### config.mk
export PLATFORM = sky130hd
export DESIGN_NAME = uart_rx
export DESIGN_NICKNAME = d
export VERILOG_FILES = /design/src/rtl/uart_rx.sv
export SDC_FILE = /design/constraint.sdc
export NUM_CORES = 1
export LEC_CHECK = 0
export ABC_AREA = 1
export CAP_MARGIN = 20
export CORE_MARGIN = 4
export CORE_UTILIZATION = 56
export CTS_CLUSTER_DIAMETER = 100
export DETAILED_ROUTE_END_ITERATION = 7
export GPL_TIMING_DRIVEN = 1
export PLACE_DENSITY = 0.86
export RECOVER_POWER = 25
export SYNTH_ARGS = -nofsm -noshare
export SYNTH_HDL_FRONTEND = slang
export SYNTH_SLANG_ARGS = --single-unit
### constraint.sdc
create_clock -name clk -period 1.9 [get_ports clk]
set_clock_uncertainty 0.15 [all_clocks]
set_input_delay 0.38 -clock clk [delete_from_list [all_inputs] [get_ports clk]]
set_output_delay 0.38 -clock clk [all_outputs]
set_load 0.02 [all_outputs]
### src/rtl/uart_rx.sv
// uart_rx: UART serial receiver with optional even parity.
//
// Recovers frames from the asynchronous TxD line and delivers each data word on RxData.
// The frame is a start bit (0), DATA_WIDTH data bits sent LSB first, an optional even-parity
// bit, and a stop bit (1). Each bit is sampled at the middle of its bit period.
//
// Ports:
//   clk        - single clock, rising edge
//   reset      - synchronous, active-high reset
//   TxD        - serial line, asynchronous to clk, idles high
//   RxData     - last received word, held until the next completed frame
//   valid_rx   - one-cycle pulse for a frame with correct parity and stop bit
//   parity_err - one-cycle pulse when the received parity bit is wrong
//   frame_err  - one-cycle pulse when the stop bit is sampled low
//   busy       - high whenever the receiver is not idle
module uart_rx #(
   parameter int unsigned DATA_WIDTH   = 8,
   parameter int unsigned CLKS_PER_BIT = 16,
   parameter int unsigned PARITY_EN    = 1
) (
   input  logic                  clk,
   input  logic                  reset,
   input  logic                  TxD,
   output logic [DATA_WIDTH-1:0] RxData,
   output logic                  valid_rx,
   output logic                  parity_err,
   output logic                  frame_err,
   output logic                  busy
);

   localparam int unsigned H  = CLKS_PER_BIT / 2;
   localparam int unsigned CW = $clog2(CLKS_PER_BIT);
   localparam int unsigned IW = (DATA_WIDTH > 1) ? $clog2(DATA_WIDTH) : 1;

   localparam logic [CW-1:0] CntHalf = CW'(H - 1);
   localparam logic [CW-1:0] CntLast = CW'(CLKS_PER_BIT - 1);
   localparam logic [IW-1:0] IdxLast = IW'(DATA_WIDTH - 1);
   localparam logic          ParEn   = (PARITY_EN != 0);

   typedef enum logic [2:0] {
      StIdle,
      StStart,
      StData,
      StParity,
      StStop,
      StBreak
   } state_t;

   logic                  r_sync1;
   logic                  r_sync2;
   logic [1:0]            r_fill;
   logic                  r_armed;
   state_t                r_state;
   logic [CW-1:0]         r_cnt;
   logic [IW-1:0]         r_idx;
   logic [DATA_WIDTH-1:0] r_shift;
   logic                  r_perr;
   logic [DATA_WIDTH-1:0] r_rxdata;
   logic                  r_valid;
   logic                  r_perr_o;
   logic                  r_ferr;

   logic                  w_rxs;
   state_t                w_state_d;
   logic [CW-1:0]         w_cnt_d;
   logic [IW-1:0]         w_idx_d;
   logic [DATA_WIDTH-1:0] w_shift_d;
   logic                  w_perr_d;
   logic                  w_stop_smp;
   logic                  w_perr_flag;

   assign w_rxs       = r_sync2;
   assign w_perr_flag = r_perr & ParEn;

   always_comb begin
      w_state_d  = r_state;
      w_idx_d    = r_idx;
      w_shift_d  = r_shift;
      w_perr_d   = r_perr;
      w_stop_smp = 1'b0;
      unique case (r_state)
         StIdle: begin
            if (r_armed && !w_rxs) begin
               w_state_d = StStart;
            end
         end
         StStart: begin
            w_idx_d = '0;
            if (r_cnt == CntHalf) begin
               w_state_d = w_rxs ? StIdle : StData;
            end
         end
         StData: begin
            if (r_cnt == CntLast) begin
               w_shift_d[r_idx] = w_rxs;
               if (r_idx == IdxLast) begin
                  w_state_d = ParEn ? StParity : StStop;
               end else begin
                  w_idx_d = r_idx + IW'(1);
               end
            end
         end
         StParity: begin
            if (r_cnt == CntLast) begin
               w_perr_d  = (^r_shift) ^ w_rxs;
               w_state_d = StStop;
            end
         end
         StStop: begin
            if (r_cnt == CntLast) begin
               w_stop_smp = 1'b1;
               w_state_d  = w_rxs ? StIdle : StBreak;
            end
         end
         StBreak: begin
            if (w_rxs) begin
               w_state_d = StIdle;
            end
         end
         default: w_state_d = StIdle;
      endcase
   end

   // The counter restarts on every state change and at each bit boundary inside a state.
   assign w_cnt_d = ((w_state_d != r_state) || (r_cnt == CntLast)) ? '0 : r_cnt + CW'(1);

   always_ff @(posedge clk) begin
      if (reset) begin
         r_sync1  <= 1'b1;
         r_sync2  <= 1'b1;
         r_fill   <= '0;
         r_armed  <= 1'b0;
         r_state  <= StIdle;
         r_cnt    <= '0;
         r_idx    <= '0;
         r_shift  <= '0;
         r_perr   <= 1'b0;
         r_rxdata <= '0;
         r_valid  <= 1'b0;
         r_perr_o <= 1'b0;
         r_ferr   <= 1'b0;
      end else begin
         r_sync1  <= TxD;
         r_sync2  <= r_sync1;
         // r_fill marks when rxs reflects the real line rather than the synchronizer reset
         // value, so a release in mid-frame cannot arm the receiver on a fake idle level.
         r_fill   <= {r_fill[0], 1'b1};
         if (w_rxs && r_fill[1]) begin
            r_armed <= 1'b1;
         end
         r_state  <= w_state_d;
         r_cnt    <= w_cnt_d;
         r_idx    <= w_idx_d;
         r_shift  <= w_shift_d;
         r_perr   <= w_perr_d;
         r_valid  <= 1'b0;
         r_perr_o <= 1'b0;
         r_ferr   <= 1'b0;
         if (w_stop_smp) begin
            r_rxdata <= r_shift;
            r_ferr   <= ~w_rxs;
            r_perr_o <= w_perr_flag;
            r_valid  <= w_rxs & ~w_perr_flag;
         end
      end
   end

   assign RxData     = r_rxdata;
   assign valid_rx   = r_valid;
   assign parity_err = r_perr_o;
   assign frame_err  = r_ferr;
   assign busy       = (r_state != StIdle);

endmodule
==> reports/qor.tcl <==
set qor(grt_use_total_pct) 18.6
set qor(ant_nets) 0
set qor(min-delay-start) {r_fill[0]}
set qor(post-route-drc-count) 0
set qor(layout-drive-gt1-share_pct) 15.1
set qor(critical-path-slowest-cell) {sky130_fd_sc_hd__clkdlybuf4s50_1}
set qor(ys_seq_elements) 35
set qor(min-delay-path-class) {flip-flop to flip-flop}
set qor(nets) 243
set qor(die_area_um2) 3820
set qor(worstHoldPathCells) 2
set qor(min_period_ns) 1.83
set qor(syn_nets) 221
set qor(clkSlewWorstSetupHoldPaths_ns) 0.11
set qor(worstPathCellList) {clkdlybuf4s50_1}
set qor(synth_seq_area_share_pct) 43.3
set qor(overflow) 0
set qor(ios) 15
set qor(detail_route.iter0.violations) 90
set qor(insertion_delay_ns) 0.35
set qor(vdd_ir_drop_max_mv) 0.822
set qor(synthToLayoutAreaGrowth_pct) 17.9
set qor(synthesis.instances) 215
set qor(share_of_synthesized_flip_flops_with_an_asynchronous_set_or_reset_pct) 0
set qor(syn-cell-area_um2) 1620
set qor(yosys.cell_types.count) 31
set qor(stdcell_count) 269
set qor(port_buffers) 14
set qor(critPathTopFamily) {buffers and inverters}
set qor(fp.coreArea_um2) 2760
set qor(r2r.worst_path.cells) 6
set qor(finalInstanceArea_um2) 1910
set qor(synth_edf_count) 0
set qor(hpwlAfterDp_um) 2160
set qor(power.total_w) 0.00148
set qor(mostFrequentLayoutCells) {sky130_fd_sc_hd__nand2_1 (34), sky130_fd_sc_hd__dfxtp_1 (33), sky130_fd_sc_hd__nor2_1 (32), sky130_fd_sc_hd__inv_1 (20)}
set qor(timing.critical_path.fanout_max) 2
set qor(cts_num_sinks) 35
set qor(die_height_um) 61.8
set qor(timing.setup.critical_path_class) {flip-flop to output pin}
set qor(cts_root_buf) {sky130_fd_sc_hd__clkbuf_4}
set qor(insertedDiodeCount) 0
set qor(cts_tree) {yes}
set qor(maximum_number_of_pins_on_one_net_before_global_route_repair) 17
set qor(antenna_violations_before_repair) 0
set qor(hold_end) {r_fill[1]}
set qor(setup-violations-final) 0
set qor(grt_pass1_vias) 1160
set qor(placed_cells) 261
set qor(postCtsSetupBuffers) 0
set qor(actual_transition_at_the_worst_max_transition_pin_ns) 0.572
set qor(total_leakage_power_nw) 0.833
set qor(run_status) {completed}
set qor(critical_path_buf_inv_count) 1
set qor(ctsHtreeMaxLevel) 2
set qor(timing_hold_violations_final) 0
set qor(timing.final.crit_share_pct) 96.1
set qor(achievable-frequency_mhz) 548
set qor(regToRegStartpoint) {r_cnt[0]}
set qor(arrival_ns) 1.30
set qor(synthesis.yosys.warnings) 0
set qor(holdWs_ns) 0.266
set qor(maxCapViolations) 0
set qor(synthFlopType) {sky130_fd_sc_hd__dfxtp_1}
set qor(cts-root-to-sink-buffers) 2
set qor(routed_via_density) 5.16
set qor(cp-start-kind) {flip-flop}
set qor(max_stage_delay_ns) 0.61
set qor(dr_wl_cell_um) 11.1
set qor(initial_core_util_pct) 58.7
set qor(cts.hold.buffers_added) 0
set qor(finalWirelength_um) 2990
set qor(avgSynthCellArea_um2) 7.53
set qor(gp_routability_congestion) 0.860
set qor(slew_violations) 0
set qor(power.density_nw_per_um2) 777
set qor(postPlaceCellArea_um2) 1820
set qor(die_width_um) 61.8
set qor(drt_pre_antenna_iters) 4
set qor(grt_setup_unrepaired) {false}
set qor(cts_inserted_buffers) 5
set qor(setup_tns_ns) 0
set qor(crit_path_end_kind) {output pin}
set qor(final_common_cell) {sky130_fd_sc_hd__nand2_1}
set qor(routed-via-count) 1388
set qor(critical_path.reg2reg.endpoint) {RxData[5]}
set qor(timing.critical_path.required_ns) 1.37
set qor(grt_pass1_wl_um) 5090
set qor(number_of_rows_created_at_floorplan) 19
set qor(ff2ff_setup_slack_ns) 0.18
set qor(max-slew-margin-rel_pct) 61.9
repair_timing:
action	4_1_cts	5_1_grt
setup endpoints to repair	1	0
hold endpoints to repair	0	0
resized for setup	3	0
area by class of cell:
type	instances	area, um^2
clock inverter	2	60.1
timing repair buffer	19	169
clock buffer	6	41.3
sequential	35	703
fill	219	850
tap	31	38.8
multi-input combinational	150	798
inverter	26	97.6
how the worst max path moves through the flow:
stage / slack, ns / from / to / cells after the start
floorplan: 0.37 / r_cnt[0] / r_idx[1] / 9
global placement: 0.19 / r_cnt[0] / RxData[2] / 6
detailed placement: 0.19 / r_cnt[0] / RxData[7] / 6
CTS: 0.06 / RxData[3] / RxData[3] / 1
global route: 0.02 / RxData[2] / RxData[2] / 1
finish: 0.07 / RxData[0] / RxData[0] / 1
sequential cells by signal (all words and copies together), names as in the netlist:
signal,flops
parity_err,1
r_perr,1
r_sync2,1
r_fill,2
RxData,8
r_cnt,4
r_armed,1
r_state,3
frame_err,1
r_shift,8
r_sync1,1
r_idx,3
valid_rx,1
power breakdown:
group	switching, W	internal (W)	total, W
sequential	0.0000108	0.000747	0.000758
clock	0.000258	0.000411	0.000669
combinational	0.0000334	0.0000213	0.0000548
cell families after synthesis:
family,after synthesis,synth area share [%]
buf+inv,30,7.26
flops,35,43.3
xor+xnor,7,3.79
compound gates,37,12.4
simple gates,103,30.9
fa+ha+maj,3,2.32
layer usage:
layer  routed length (um)  up-vias  track usage [%]
met2                 1320       33             26.8
met1                 1460      609             25.3
met4                   48        0             7.27
met5                    0        -                0
met3                  157        8             6.82
li1                     -      738                -
cells in the mapped netlist, drive strengths merged (2+ instances only):
cell	n	area share, %
a21oi	15	4.6
or2	2	0.77
buf	2	0.77
xnor2	3	1.6
o21ai	17	5.3
nand3	19	7.9
nand2	37	9.0
inv	25	5.8
nand4	2	0.77
xor2	4	2.2
ha	3	2.3
nor3	2	0.93
dfxtp	35	43
o311a	2	1.2
nor2	39	11
clkbuf	2	0.46
metrics by stage:
| step | setup slack [ns] | utilization, % |
|---|---|---|
| finish | 0.0744 | 69.2 |
| global route | 0.0173 | 69.2 |
| CTS | 0.0629 | 69.6 |
| detailed placement | 0.186 | 65.8 |
| global placement | 0.194 | 65.8 |
| floorplan | 0.372 | - |
(Power assumes the default switching activity.)
